`src/rtl/fcpu_pkg.sv`:
```
// Shared widths and opcode encodings for the fcpu core.
package fcpu_pkg;

  localparam int RSV_ID_W = 4;
  localparam int DATA_W   = 16;
  localparam int INSTR_W  = 6;

  localparam logic [INSTR_W-1:0] I_LOAD   = 6'd1;
  localparam logic [INSTR_W-1:0] I_STORE  = 6'd2;
  localparam logic [INSTR_W-1:0] I_INPUT  = 6'd3;
  localparam logic [INSTR_W-1:0] I_OUTPUT = 6'd4;

endpackage

```
`src/rtl/mem_request_arbiter.sv`:
```
// Round-robin arbiter feeding the single MMU request port through a
// one-entry registered output stage with valid/ready handshake.
module mem_request_arbiter
  import fcpu_pkg::*;
#(
  parameter int N_REQ = 4,
  parameter int IDX_W = $clog2(N_REQ)
) (
  input  logic                        clk,
  input  logic                        nrst,
  input  logic [N_REQ-1:0]            req_valid,
  input  logic [N_REQ*RSV_ID_W-1:0]   req_rsv_id,
  input  logic [N_REQ*DATA_W-1:0]     req_data,
  input  logic [N_REQ*DATA_W-1:0]     req_address,
  input  logic [N_REQ*INSTR_W-1:0]    req_opcode,
  output logic [N_REQ-1:0]            req_ready,
  output logic                        mmu_valid,
  output logic [RSV_ID_W-1:0]         mmu_rsv_id,
  output logic [DATA_W-1:0]           mmu_data,
  output logic [DATA_W-1:0]           mmu_address,
  output logic [INSTR_W-1:0]          mmu_opcode,
  input  logic                        mmu_ready,
  output logic [IDX_W-1:0]            grant_idx,
  output logic [IDX_W-1:0]            ptr
);

  logic                valid_q, valid_d;
  logic [RSV_ID_W-1:0] rsv_id_q, rsv_id_d;
  logic [DATA_W-1:0]   data_q, data_d;
  logic [DATA_W-1:0]   address_q, address_d;
  logic [INSTR_W-1:0]  opcode_q, opcode_d;
  logic [IDX_W-1:0]    grant_q, grant_d;
  logic [IDX_W-1:0]    ptr_q, ptr_d;

  logic                found_s;
  logic [IDX_W-1:0]    win_s;
  logic                slot_free_s;
  logic                accept_s;
  logic                drain_s;

  // Rotating priority search starting at ptr_q, wrapping modulo N_REQ.
  always_comb begin
    found_s = 1'b0;
    win_s   = '0;
    for (int k = 0; k < N_REQ; k++) begin
      int idx;
      idx = int'(ptr_q) + k;
      if (idx >= N_REQ) begin
        idx = idx - N_REQ;
      end else begin
        idx = idx;
      end
      if (!found_s && req_valid[idx]) begin
        found_s = 1'b1;
        win_s   = IDX_W'(idx);
      end else begin
        found_s = found_s;
      end
    end
  end

  assign slot_free_s = !valid_q || mmu_ready;
  assign drain_s     = valid_q && mmu_ready;
  assign accept_s    = found_s && slot_free_s && !nrst;

  // One-hot ready toward the selected requester only.
  always_comb begin
    req_ready = '0;
    if (accept_s) begin
      req_ready[win_s] = 1'b1;
    end else begin
      req_ready = '0;
    end
  end

  // Output stage next state: reset, load winner, drain, or hold.
  always_comb begin
    valid_d   = valid_q;
    rsv_id_d  = rsv_id_q;
    data_d    = data_q;
    address_d = address_q;
    opcode_d  = opcode_q;
    grant_d   = grant_q;
    ptr_d     = ptr_q;
    if (nrst) begin
      valid_d   = 1'b0;
      rsv_id_d  = '0;
      data_d    = '0;
      address_d = '0;
      opcode_d  = '0;
      grant_d   = '0;
      ptr_d     = '0;
    end else if (accept_s) begin
      valid_d   = 1'b1;
      rsv_id_d  = req_rsv_id[int'(win_s)*RSV_ID_W +: RSV_ID_W];
      data_d    = req_data[int'(win_s)*DATA_W +: DATA_W];
      address_d = req_address[int'(win_s)*DATA_W +: DATA_W];
      opcode_d  = req_opcode[int'(win_s)*INSTR_W +: INSTR_W];
      grant_d   = win_s;
      ptr_d     = (win_s == IDX_W'(N_REQ - 1)) ? '0 : win_s + 1'b1;
    end else if (drain_s) begin
      valid_d = 1'b0;
    end else begin
      valid_d = valid_q;
    end
  end

  // Output stage and priority pointer registers.
  always_ff @(posedge clk) begin
    valid_q   <= valid_d;
    rsv_id_q  <= rsv_id_d;
    data_q    <= data_d;
    address_q <= address_d;
    opcode_q  <= opcode_d;
    grant_q   <= grant_d;
    ptr_q     <= ptr_d;
  end

  assign mmu_valid   = valid_q;
  assign mmu_rsv_id  = rsv_id_q;
  assign mmu_data    = data_q;
  assign mmu_address = address_q;
  assign mmu_opcode  = opcode_q;
  assign grant_idx   = grant_q;
  assign ptr         = ptr_q;

endmodule

```
`config.mk`:
```
export PLATFORM = sky130hd
export DESIGN_NAME = mem_request_arbiter
export DESIGN_NICKNAME = d
export VERILOG_FILES = /design/src/rtl/fcpu_pkg.sv /design/src/rtl/mem_request_arbiter.sv
export SDC_FILE = /design/constraint.sdc
export NUM_CORES = 1
export LEC_CHECK = 0
export ABC_AREA = 1
export CORE_MARGIN = 2
export CORE_UTILIZATION = 35
export DETAILED_ROUTE_END_ITERATION = 8
export GPL_ROUTABILITY_DRIVEN = 0
export PLACE_DENSITY = 0.79
export SLEW_MARGIN = 25
export SYNTH_ARGS = -nofsm -noshare
export SYNTH_HDL_FRONTEND = slang
export SYNTH_SLANG_ARGS = --single-unit
```
`constraint.sdc`:
```
create_clock -name clk -period 5.4 [get_ports clk]
set_input_delay 1.08 -clock clk [delete_from_list [all_inputs] [get_ports clk]]
set_output_delay 1.08 -clock clk [all_outputs]
set_load 0.1 [all_outputs]
```
# After elaboration in Yosys (flattened, before gate mapping)
# Index checks and enable logic that the tools add are counted.
# Widths: inputs -> output; s select.
# totals
in_bits	175
register_bits	47
# op_classes
n_reduce_logical	14
eq_ne	1
muxes	30
shift	4
mul	1
n_addsub	8
order_cmp	10
# ops
operator	n
$lt 32x4->1 const B	4
$mux 32	4
$shiftx 64x7->16	2
$shiftx 24x6->6	1
$shiftx 16x5->4	1
$mux 1	15
$sub 3x3->4 const B	3
$mux 2	5
$ge 3x3->1 const B	3
$bmux 1 s2	4
$logic_and 1x1->1	7
$add 2x2->3 const B	2
$logic_not 1->1	5
$mul 2x2->4 const B	1
$mux 4	1
$sub 2x3->4 const B	1
$add 2x1->3 const B	1
$ge 2x3->1 const B	1
$lt 2x3->1 const B	1
$add 2x1->2 const B	1
$demux 1 s2	1
$eq 2x2->1 const B	1
$ge 2x1->1 const B	1
$reduce_bool 2->1	1
$logic_or 1x1->1	1

# Logic depth before layout (Yosys ltp)
# depth
depth_word	20
mapped_depth	17
depth_no_buf	14

# Least setup slack after synthesis
# No wires, ideal clock.
# synth_path
kind	reg-to-output
startpoint	register ptr_q[0] (netlist: ptr[0])
endpoint	output port req_ready[2]
arrival_ns	3.742
t_required_ns	4.320
path_slack_ns	0.578
path_stages_with_launch	14
path_cell_list	dfxtp_1 buf_4 inv_4 nand2_1 nand2_1 nand2_1 nand2_1 nor2_4 nand3_1 nand3_1 buf_4 buf_2 nand2_1 a21oi_1
# synth_between
elab_chain_cells	20
# synth_lines
item	line_no	rtl
from (decl)	mem_request_arbiter.sv:33	logic [IDX_W-1:0] ptr_q, ptr_d;
from (signal assigned)	mem_request_arbiter.sv:116	ptr_q <= ptr_d;
branches (longest 19 deep; another with $sub 3x3->4)	--	
$mux 4 *	mem_request_arbiter.sv:69	if (accept_s) begin
to (decl)	mem_request_arbiter.sv:16	output logic [N_REQ-1:0] req_ready,
# Every way passes the cells marked *. The select of a mux whose other input is x is not followed.

# Worst setup path after layout
# layout_path
startpoint	input port req_valid[1]
endpoint	output port req_ready[2]
# layout_between
elab_chain_cells	18
# layout_lines
item	line_no	rtl
from (decl)	mem_request_arbiter.sv:11	input logic [N_REQ-1:0] req_valid,
$bmux 1 s2	mem_request_arbiter.sv:53	if (!found_s && req_valid[idx]) begin
$mux 1 (not written as such) (2 in a row)	mem_request_arbiter.sv:53	
$mux 1	mem_request_arbiter.sv:53	
$logic_not 1->1	mem_request_arbiter.sv:53	
$logic_and 1x1->1	mem_request_arbiter.sv:53	
$mux 1	mem_request_arbiter.sv:53	
$logic_not 1->1	mem_request_arbiter.sv:53	
$logic_and 1x1->1	mem_request_arbiter.sv:53	
$mux 1	mem_request_arbiter.sv:53	
$logic_not 1->1	mem_request_arbiter.sv:53	
$logic_and 1x1->1	mem_request_arbiter.sv:53	
$mux 2	mem_request_arbiter.sv:53	
$lt 2x3->1 (not written as such) or $ge 2x1->1 (tied branches)	mem_request_arbiter.sv:70	req_ready[win_s] = 1'b1;
$logic_and 1x1->1 (not written as such)	mem_request_arbiter.sv:70	
$mux 1 (not written as such)	mem_request_arbiter.sv:70	
$demux 1 s2	mem_request_arbiter.sv:70	
$mux 4 *	mem_request_arbiter.sv:69	
# Every way passes the cells marked *; elsewhere a longest branch is shown, timed or not. The select of a mux whose other input is x is not followed.

==> reports/metrics.yaml <==
global_route:
  maximum_number_of_pins_on_one_net_before_global_route_repair: 85
  globalRoute.totalOverflow: 0
  grt_first_pass_wirelength_mm: 23.65
  antenna_found_initial: 0
  track_usage_pct: 22.09
  grt_pass1_vias: 5006
routing:
  dr.first_iter.drc_count: 499
  detail_route.vias_per_cell: 4.861
  antenna_violating_nets_post_route: 0
  drt_drc_violations_left: 0
  drt-wirelength-per-cell_um: 12.98
  totalWireLength_mm: 14.52
  vias: 5440
  first_pass_iters: 5
yosys:
  synth_seq_area_share_pct: 22.20
  synth_compound_gate_area_share_pct: 0.9150
  synth_seq_cells: 47
  avgSynthCellArea_um2: 5.380
  synthesis.nets: 964
  largest_family_of_logic_cells_by_synthesized_area: "simple AND/OR/NAND/NOR gates"
  netlist.area_leader.share_pct: 22.20
  synth_edf_count: 0
  synth_xor_xnor_area_share_pct: 0
  yosysMostFrequentCell: "sky130_fd_sc_hd__nand2_1"
  synthFlopType: "sky130_fd_sc_hd__dfxtp_1"
  post_synth_fa_ha_maj_area_fraction_pct: 0.2952
  yosysWarnings: 0
  syn-cell-area_mm2: 0.004239
  synthDistinctLibCells: 21
  most_area_hungry_cell_type_in_the_yosys_netlist: "sky130_fd_sc_hd__dfxtp_1"
  synth.area.mux_share_pct: 0
  post_synthesis_async_set_or_reset_flop_share_pct: 0
  synth_commonest_cells: "sky130_fd_sc_hd__nand2_1, sky130_fd_sc_hd__inv_1, sky130_fd_sc_hd__nand3_1"
  yosys.area_share.simple_pct: 51.18
  netlist_instances: 788
  ys_top_cells_by_area: "sky130_fd_sc_hd__dfxtp_1, sky130_fd_sc_hd__nand2_1, sky130_fd_sc_hd__inv_1, sky130_fd_sc_hd__nand3_1, sky130_fd_sc_hd__nand4_1"
timing:
  max_slew.worst_pin.slew_ns: 1.006
  grt_setup_unrepaired: "no"
  maxClockFrequency_ghz: 0.2284
  worst_clock_skew_ns: 0.003057
  worst_slew_margin_rel_pct: 32.73
  finalHoldViolCount: 0
  setup_viol_count_final: 0
  worst_hold_slack_ns: 0.4711
  tns_ns: 0
  min_period_over_period_pct: 81.09
  timing_max_transition_violations_final: 0
  final_critical_delay_including_setup_and_external_delays_ns: 4.379
worst_setup_path:
  cp.required_ns: 4.32
  criticalPathCategory: "in -> out"
  crit_path_max_fanout: 75
  crit-reg2reg-launch: "ptr[0]"
  worst_setup_path_end_kind: "output pin"
  worst_setup_path_start_kind: "primary input"
  startpoint: "req_valid[1]"
  cp_top_family: "buffers and inverters"
  cp.arrival_ns: 3.30
  critical-path-slowest-cell: "sky130_fd_sc_hd__buf_4"
  cp.buffers_inverters: 5
  crit_path_max_incr_delay_ns: 0.56
  timing.critical_path.cells: "clkdlybuf4s50_1 -> inv_1 -> nand2_1 -> nand3_1 -> nand2_2 -> inv_1 -> nand2_1 -> nand2_2 -> buf_4 -> a21oi_1 -> buf_12"
  regToRegSetupSlack_ns: 2.27
floorplanning:
  core-area_mm2: 0.01191
  die_x_um: 114.1
  std_cell_rows: 40
  die-area_mm2: 0.01301
  floorplan.initialDensity_pct: 35.59
  boundary_pins: 226
  die_height_um: 114.1
final_layout:
  finalNetCount: 1149
  post_route_cells_drive_above_1_share_pct: 3.292
  diodes: 0
  fillerInstances: 1199
  instances_no_fill: 1119
  area_delta_synth_final_pct: 56.61
  multi_input_comb_area_mm2: 0.002253
  final-seq-area_um2: 940.9
clock_tree:
  clock_sink_count: 47
  ctsLongestPathBuffers: 2
  cts_repair_resize_count: 0
  post-cts-setup-buffer-count: 0
  tritoncts.num_buffers: 5
  cts_htree_levels: 2
  clkTransAtPathRegs_ns: 0.06
  cts_tree: "yes"
  cts_hold_buffers: 0
  clkLatencyLatePin_ns: 0.28
  clockRootBuffer: "sky130_fd_sc_hd__clkbuf_16"
flow_run:
  maxCapViolCount: 0
placed_design:
  place.port_buffers: 225
  dp_hpwl_mm: 10.14
  placed_cells: 1113
outcome:
  status: "finished clean"
worst_hold_path:
  worstHoldPathType: "reg -> reg"
  min_from: "mmu_address[6]"
## layout by cell type, fill, tap and decap left out, drive strengths merged
cell type and n:
a21oi 3, a31oi 1, buf 14, clkbuf 6
clkdlybuf4s50 221, clkinv 1, dfxtp 47, ha 1
inv 202, nand2 249, nand3 143, nand4 74
nor2 7, o21ai 2, o31ai 1
## final cells by class
class	instances	share of cell area [%]
timing repair buffer	235	35.66
multi-input combinational	481	33.94
sequential	47	14.17
inverter	203	11.52
tap	147	2.770
clock buffer	6	1.941
## registers in the layout (all words and copies together) (netlist names)
| register | flops |
|---|---|
| grant_idx | 2 |
| mmu_address | 16 |
| mmu_data | 16 |
| mmu_opcode | 6 |
| mmu_rsv_id | 4 |
| mmu_valid | 1 |
| ptr | 2 |
## per-stage QoR
| stage | setup slack [ns] | utilization [%] | area (um^2) |
|---|---|---|---|
| floorplan | 0.5782 | - | 4239 |
| global placement | 1.123 | 54.65 | 6510 |
| detailed placement | 1.087 | 54.65 | 6510 |
| CTS | 1.083 | 55.74 | 6639 |
| global route | 0.8999 | 55.74 | 6639 |
| finish | 1.021 | 55.74 | 6639 |
## metal layers
layer | track usage (%) | routed length, um | up-vias
met5 | 0 | 0 | -
met4 | 6.423 | 266 | 0
met3 | 4.394 | 1299 | 23
met2 | 37.86 | 6835 | 246
met1 | 28.13 | 6120 | 2387
li1 | - | - | 2784
## worst paths after layout
check / to / cells after the start
worst max-delay path: req_ready[2] / 11
worst min-delay path: mmu_address[6] / 2
worst max register to register: mmu_data[5] / 14
worst min register to register: mmu_address[6] / 2
## worst min-delay path: cells and delay by family (launching register included)
| kind | cells | cell delay (ns) |
|---|---|---|
| flops | 1 | 0.31 |
| simple gates | 2 | 0.12 |
## cells by family (layout without fill, tap and decap cells)
kind of cell / after synthesis / in the layout
AO/OA/AOI/OAI: 7 / 7
adder cells (fa/ha/maj): 1 / 1
flip-flops: 47 / 47
buffers and inverters: 260 / 444
AND/OR/NAND/NOR: 473 / 473
Power is not shown: default switching activity piles up to over one toggle a cycle in this logic, so the estimate is an artifact.
